### config.mk
export PLATFORM = sky130hd
export DESIGN_NAME = mc_control_fsm
export DESIGN_NICKNAME = d
export VERILOG_FILES = /design/src/rtl/mc_defs.sv /design/src/rtl/mc_control_fsm.sv
export SDC_FILE = /design/constraint.sdc
export NUM_CORES = 1
export LEC_CHECK = 0
export ABC_CLOCK_PERIOD_IN_PS = 1300
export CORE_MARGIN = 2
export CORE_UTILIZATION = 32
export CTS_BUF_LIST = sky130_fd_sc_hd__clkbuf_16
export DETAILED_ROUTE_END_ITERATION = 10
export MAX_ROUTING_LAYER = met4
export PLACE_DENSITY_LB_ADDON = 0.2
export SETUP_SLACK_MARGIN = 0.15
export SYNTH_ARGS = -nofsm -noshare
export SYNTH_HDL_FRONTEND = slang
export SYNTH_SLANG_ARGS = --single-unit
### constraint.sdc
create_clock -name clk -period 1.3 [get_ports clk]
set_input_delay 0.26 -clock clk [delete_from_list [all_inputs] [get_ports clk]]
set_output_delay 0.26 -clock clk [all_outputs]
set_load 0.01 [all_outputs]
### src/rtl/mc_defs.sv
`timescale 1ns/1ps
// Shared encodings for the multicycle controller and its datapath:
// state codes, opcodes and the ALU / PC / operand-select encodings.
package mc_defs;

    typedef enum logic [3:0] {
        S_FETCH  = 4'd0,
        S_DECODE = 4'd1,
        S_MEMADR = 4'd2,
        S_MEMRD  = 4'd3,
        S_MEMWB  = 4'd4,
        S_MEMWR  = 4'd5,
        S_EXEC   = 4'd6,
        S_ALUWB  = 4'd7,
        S_BRANCH = 4'd8,
        S_ADDIEX = 4'd9,
        S_ADDIWB = 4'd10,
        S_JUMP   = 4'd11
    } state_e;

    localparam logic [5:0] OP_RTYPE = 6'b000000;
    localparam logic [5:0] OP_J     = 6'b000010;
    localparam logic [5:0] OP_BEQ   = 6'b000100;
    localparam logic [5:0] OP_ADDI  = 6'b001000;
    localparam logic [5:0] OP_LW    = 6'b100011;
    localparam logic [5:0] OP_SW    = 6'b101011;

    localparam logic [1:0] ALUOP_ADD   = 2'b00;
    localparam logic [1:0] ALUOP_SUB   = 2'b01;
    localparam logic [1:0] ALUOP_FUNCT = 2'b10;

    localparam logic [1:0] PCSRC_ALU    = 2'b00;
    localparam logic [1:0] PCSRC_ALUOUT = 2'b01;
    localparam logic [1:0] PCSRC_JUMP   = 2'b10;

    localparam logic [1:0] SRCB_REG     = 2'b00;
    localparam logic [1:0] SRCB_FOUR    = 2'b01;
    localparam logic [1:0] SRCB_IMM     = 2'b10;
    localparam logic [1:0] SRCB_IMM_SH2 = 2'b11;

endpackage

### src/rtl/mc_control_fsm.sv
`timescale 1ns/1ps
// Multicycle MIPS-style controller: state register plus a single
// combinational process producing next state and all datapath controls.
module mc_control_fsm
    import mc_defs::*;
#(
    parameter logic USE_MEM_READY = 1'b1
) (
    input  logic       clk,
    input  logic       rst_n,
    input  logic [5:0] opcode,
    input  logic       zero,
    input  logic       mem_ready,
    output logic       IorD,
    output logic       MemWrite,
    output logic       IRWrite,
    output logic       RegDst,
    output logic       MemtoReg,
    output logic       RegWrite,
    output logic       ALUSrcA,
    output logic [1:0] ALUSrcB,
    output logic [1:0] ALUOp,
    output logic [1:0] PCSrc,
    output logic       pc_en,
    output logic       illegal_op,
    output logic [3:0] state
);

    state_e state_q, state_d;
    logic   ready;

    assign ready = mem_ready | ~USE_MEM_READY;
    assign state = state_q;

    always_ff @(posedge clk or negedge rst_n) begin
        if (!rst_n) state_q <= S_FETCH;
        else        state_q <= state_d;
    end

    always_comb begin
        state_d    = S_FETCH;
        IorD       = 1'b0;
        MemWrite   = 1'b0;
        IRWrite    = 1'b0;
        RegDst     = 1'b0;
        MemtoReg   = 1'b0;
        RegWrite   = 1'b0;
        ALUSrcA    = 1'b0;
        ALUSrcB    = SRCB_REG;
        ALUOp      = ALUOP_ADD;
        PCSrc      = PCSRC_ALU;
        pc_en      = 1'b0;
        illegal_op = 1'b0;
        case (state_q)
            S_FETCH: begin
                ALUSrcB = SRCB_FOUR;
                IRWrite = ready;
                pc_en   = ready;
                state_d = ready ? S_DECODE : S_FETCH;
            end
            S_DECODE: begin
                ALUSrcB = SRCB_IMM_SH2;
                case (opcode)
                    OP_LW, OP_SW: state_d = S_MEMADR;
                    OP_RTYPE:     state_d = S_EXEC;
                    OP_BEQ:       state_d = S_BRANCH;
                    OP_ADDI:      state_d = S_ADDIEX;
                    OP_J:         state_d = S_JUMP;
                    default: begin
                        state_d    = S_FETCH;
                        illegal_op = 1'b1;
                    end
                endcase
            end
            S_MEMADR: begin
                ALUSrcA = 1'b1;
                ALUSrcB = SRCB_IMM;
                if (opcode == OP_LW)      state_d = S_MEMRD;
                else if (opcode == OP_SW) state_d = S_MEMWR;
                else                      state_d = S_FETCH;
            end
            S_MEMRD: begin
                IorD    = 1'b1;
                state_d = ready ? S_MEMWB : S_MEMRD;
            end
            S_MEMWB: begin
                MemtoReg = 1'b1;
                RegWrite = 1'b1;
            end
            S_MEMWR: begin
                IorD     = 1'b1;
                MemWrite = ready;
                state_d  = ready ? S_FETCH : S_MEMWR;
            end
            S_EXEC: begin
                ALUSrcA = 1'b1;
                ALUOp   = ALUOP_FUNCT;
                state_d = S_ALUWB;
            end
            S_ALUWB: begin
                RegDst   = 1'b1;
                RegWrite = 1'b1;
            end
            S_BRANCH: begin
                ALUSrcA = 1'b1;
                ALUOp   = ALUOP_SUB;
                PCSrc   = PCSRC_ALUOUT;
                pc_en   = zero;
            end
            S_ADDIEX: begin
                ALUSrcA = 1'b1;
                ALUSrcB = SRCB_IMM;
                state_d = S_ADDIWB;
            end
            S_ADDIWB: RegWrite = 1'b1;
            S_JUMP: begin
                PCSrc = PCSRC_JUMP;
                pc_en = 1'b1;
            end
            default: state_d = S_FETCH;
        endcase
    end

endmodule

# After elaboration in Yosys (flattened, before gate mapping)
# Cells that the tools add are included.
word_totals:
  reg_bits: 4
  latchBits: 0
  ram_bits: 0
  mem_bits_ro: 0
  in_bits: 10
  output_inout_bits: 19
  elab_cells: 45
  memories: 0
op_classes:
  n_addsub: 0
  mul: 0
  div_mod_pow: 0
  magnitude_cmp: 0
  eq_ne: 16
  shifts: 0
  mux: 20
  n_bitwise: 0
  n_reduce_logical: 8
op_table:
  columns: ["cell", "count"]
  rows:
  - ["4-bit case mux with 7 select lines", 1]
  - ["4-bit case mux with 5 select lines", 1]
  - ["4-bit by 3-bit equality test with 1-bit output, second input constant", 4]
  - ["4-bit equality test, second input constant", 4]
  - ["6-bit equality test, second input constant", 2]
  - ["3-bit 2-to-1 mux", 4]
  - ["1-bit 2-to-1 mux", 10]
  - ["4-bit by 2-bit equality test with 1-bit output, second input constant", 2]
  - ["2-bit case mux with 2 select lines", 2]
  - ["6-bit by 2-bit equality test with 1-bit output, second input constant", 1]
  - ["6-bit by 3-bit equality test with 1-bit output, second input constant", 1]
  - ["6-bit by 4-bit equality test with 1-bit output, second input constant", 1]
  - ["6-bit zero test", 1]
  - ["2-bit case mux with 3 select lines", 1]
  - ["2-bit OR reduction", 3]
  - ["6-bit OR reduction", 1]
  - ["4-bit by 1-bit equality test with 1-bit output, second input constant", 1]
  - ["4-bit zero test", 1]
  - ["4-bit OR reduction", 1]
  - ["1-bit case mux with 3 select lines", 1]
  - ["3-bit OR reduction", 1]

# Logic depth before layout (Yosys ltp)
logic_depth:
  ltp_word: 4
  mapped_depth: 5
  mapped_depth_nobuf: 4

# Worst setup path before layout
# Ideal clock, no wire load.
synth_path:
  path_type: "register -> output"
  from: "register state_q[0], in the netlist state[0]"
  to: "output port ALUSrcB[1]"
  arrival_ns: 1.261
  required_ns: 1.040
  path_slack_ns: -0.221
  stages_incl_launch_ff: 5
  path_buffers: 1
  path_cell_list: "dfrtp_1 -> buf_4 -> nand2b_2 -> or2_1 -> a21oi_1"
synth_between:
  elab_chain_len: 3
  word_cells_on_any_way: 6
  cone_classes: "3 x eq/ne; 1 x mux; 2 x reduce/logical"
synth_lines:
  columns: ["element", "line", "text"]
  rows:
  - ["start: declaration", "mc_control_fsm.sv:29", "state_e state_q, state_d;"]
  - ["start signal: assignment", "mc_control_fsm.sv:37", "else state_q <= state_d;"]
  - ["4-bit by 2-bit equality test with 1-bit output / 4-bit equality test (equally long branches)", "mc_control_fsm.sv:54", "case (state_q)"]
  - ["2-bit OR reduction (no line)", null, null]
  - ["2-bit case mux with 3 select lines (*)", "mc_control_fsm.sv:54", null]
  - ["end: declaration", "mc_control_fsm.sv:21", "output logic [1:0] ALUSrcB,"]
# Every way passes the cells marked *; elsewhere a longest branch is shown, timed or not.

# Worst setup path in the final report
layout_path:
  from: "register state_q[2], in the netlist state[2]"
  to: "output port IorD"
layout_between:
  elab_chain_len: 3
  word_cells_on_any_way: 4
  cone_classes: "2 x eq/ne; 1 x mux; 1 x reduce/logical"
layout_lines:
  columns: ["element", "line", "text"]
  rows:
  - ["4-bit by 3-bit equality test with 1-bit output / 4-bit by 2-bit equality test with 1-bit output (equally long branches)", "mc_control_fsm.sv:54", null]
  - ["2-bit OR reduction (no line) (*)", null, null]
  - ["1-bit 2-to-1 mux (*)", "mc_control_fsm.sv:54", null]
  - ["end: declaration", "mc_control_fsm.sv:14", "output logic IorD,"]
# Marked as above.

==> flow_summary.ini <==
[power_and_ir_drop]
power.net_switching_mw = 0.308
power.share.combinational_pct = 39.5
total_leakage_power_nw = 0.629
power.share.clock_pct = 46.1
powerDensity_nw_per_um2 = 782
ir_drop_mv = 0.846
p_int_mw = 0.749
seqPwrFrac_pct = 14.4
power.share.switching_pct = 29.2
report.power.total_mw = 1.06

[sta]
tightest_slew_ns = 0.420
final-hold-violation-count = 0
timing.final.setup_violations = 20
unrepaired_setup_endpoints_after_global_routing = true
final_sum_of_negative_setup_slack_ns = -4.49
final.min_clock_period_ns = 1.66
max_freq_mhz = 603
max-slew-margin-rel_pct = 71.9
setup_slack_ns = -0.359
slew_viol_final = 0
worst_hold_slack_ns = 0.244
post-route-period-util_pct = 128
finClkSkew_ns = 0.00336

[cts]
worst_skew_pair.late_latency_ns = 0.22
max_clock_buf_depth = 2
cts-htree-levels = 1
postCtsHoldBufs = 0
clock_sinks = 4
cts_made_buffers = 3
clk_pin_slew_worst_paths_ns = 0.03
cts_tree = built
ctsRootBufferMaster = clkbuf_16

[route]
route.detailed.drc = 0
vias = 874
routed_wl_um = 2820
iteration_count_of_the_initial_detailed_routing_pass = 4
route.antenna.remaining_nets = 0
detail_route.wl_per_cell_um = 18.8
route.detailed.vias_per_inst = 5.83
first_iter_violations = 26

[place]
post-place-ws_ns = -0.717
post-place-cells = 135
gpl.final_weighted_congestion = 0.856
io_buffers = 28
detailed_place.area_sq_um = 1070
post-dp-hpwl_um = 1430

[setup_path]
critical_path.startpoint_type = flip-flop
cp_max_fo = 4
critical-path-slowest-cell = dfrtp_2
critical_path_arrival_ns = 1.40
critical-path-max-stage-delay_ns = 0.45
required_time_reported_for_the_critical_path_endpoint_ns = 1.04
critical_path_class = reg -> out
crit_path_end_kind = primary output
path_cells = buf_4 -> buf_6 -> xnor2_1 -> nor3_1 -> buf_2

[grt]
grt_start_max_net_pins = 7
grt_util_all_layers_pct = 26.1
antenna_found_initial = 0
grt_overflow = 0
grt_first_pass_wirelength_um = 3500
first_global_vias = 793

[floorplan]
floorplan.rows = 14
floorplan.die_area_sq_um = 1850
initial_utilization_pct = 33.1
die-width_um = 43
floorplan.io_pins = 29
floorplan.core_area_sq_um = 1470
die_y_um = 43

[synth]
syn_area_per_cell_sq_um = 7.49
proportion_of_synthesized_chip_area_in_sequential_cells_pct = 20.6
synth_seq_cells = 4
synth_cells = 65
mapped_nets = 75
syn-cell-area_sq_um = 487
yosysWarnings = 0
synth_cell_types = 35

[finish]
layoutNonFillerInstCount = 150
postLayoutCellArea_sq_um = 1350
synthToLayoutAreaGrowth_pct = 178
utilization_pct = 91.8
final_nets = 145
highest_count_cells_in_the_layout_ignoring_fill_and_taps = buf_4 (25), buf_6 (19), buf_2 (13)
mostFrequentLayoutCell = buf_4
multi_input_gate_area_in_the_final_layout_sq_um = 562
count_of_fill_cells_added_during_filler_insertion = 58
sequential_cell_area_sq_um = 105
largest_reg_flops = 4
num_antenna_cells = 0
layout-drive-gt1-share_pct = 77.6

[hold_path]
worst_hold_path_type = in -> async

[status]
failed_checks = setup timing
status = complete, but fails checks

[run]
timing.max_cap.violations = 0
-- metal layers --
layer	vias to the layer above	track usage, %	share of wire, %
li1	382	-	-
met3	8	4.26	7.1
met5	-	-	0
met2	53	42.7	52
met1	431	31.8	38
met4	0	10.9	2.6
-- final timing paths --
path                                    startpoint                 end  slack (ns)  depth (start not counted)
min in group clk                         opcode[5]  state[3]$_DFF_PN0_        0.75                          5
worst max register to register  state[0]$_DFF_PN0_  state[0]$_DFF_PN0_       -0.24                          5
max in group asynchronous                    rst_n  state[0]$_DFF_PN0_        0.86                          1
worst min register to register  state[1]$_DFF_PN0_  state[3]$_DFF_PN0_        0.82                          3
worst min-delay path                         rst_n  state[1]$_DFF_PN0_        0.24                          1
worst max-delay path            state[2]$_DFF_PN0_                IorD       -0.36                          5
-- logic make-up after synthesis --
kind of cell / count (synthesis) / synth area share (%)
flops: 4 / 20.6
simple gates: 35 / 42.9
xor+xnor: 2 / 3.60
compound gates: 17 / 24.7
buf+inv: 7 / 8.23
-- critical path: cells and delay by family, from the launching register on --
family        cells  cell delay [ns]
xor+xnor          1             0.13
buf+inv           3             0.44
flops             1             0.45
simple gates      1             0.16
-- synthesized netlist by cell type, drive strengths merged --
cell type	count	area, sq um
nor2b	1	6.26
a21oi	2	10.0
a211oi	1	7.51
nand2	2	7.51
or3	1	6.26
a211o	1	8.76
inv	3	11.3
and3	1	6.26
o21ai	5	25.0
a22oi	2	15.0
o211ai	1	12.5
o31ai	1	7.51
or4	1	7.51
o22ai	2	18.8
or2	1	6.26
nor2	8	32.5
nor3	8	45.0
o311ai	1	8.76
nand3	3	20.0
nor3b	1	12.5
dfrtp	4	100
a31oi	1	6.26
nor4	3	25.0
buf	4	28.8
xnor2	2	17.5
nand2b	5	33.8
-- what timing repair did --
action | 4_1_cts | 5_1_grt
pin swaps | 10 | 7
gates resized for setup | 104 | 28
setup endpoints to repair | 23 | 23
buffers inserted | 5 | 6
endpoints found under the hold margin | 0 | 0
-- power by group through the flow --
| stage | combinational [mW] | clock (mW) | sequential (mW) |
|---|---|---|---|
| after floorplan | 0.149 | 0 | 0.147 |
| after global placement | 0.324 | 0 | 0.146 |
| after detailed placement | 0.327 | 0 | 0.147 |
| after CTS | 0.326 | 0.499 | 0.148 |
| after global routing | 0.437 | 0.508 | 0.153 |
| final | 0.417 | 0.488 | 0.152 |
-- layout make-up --
| type | instances | area share, % |
|---|---|---|
| Clock buffer | 3 | 5.56 |
| Clock inverter | 1 | 0.278 |
| Inverter | 3 | 0.833 |
| Multi-Input combinational cell | 54 | 41.6 |
| Sequential cell | 4 | 7.78 |
| Tap cell | 16 | 1.48 |
| Timing Repair Buffer | 69 | 42.5 |
Note: power is estimated with default switching activity, not from simulation.
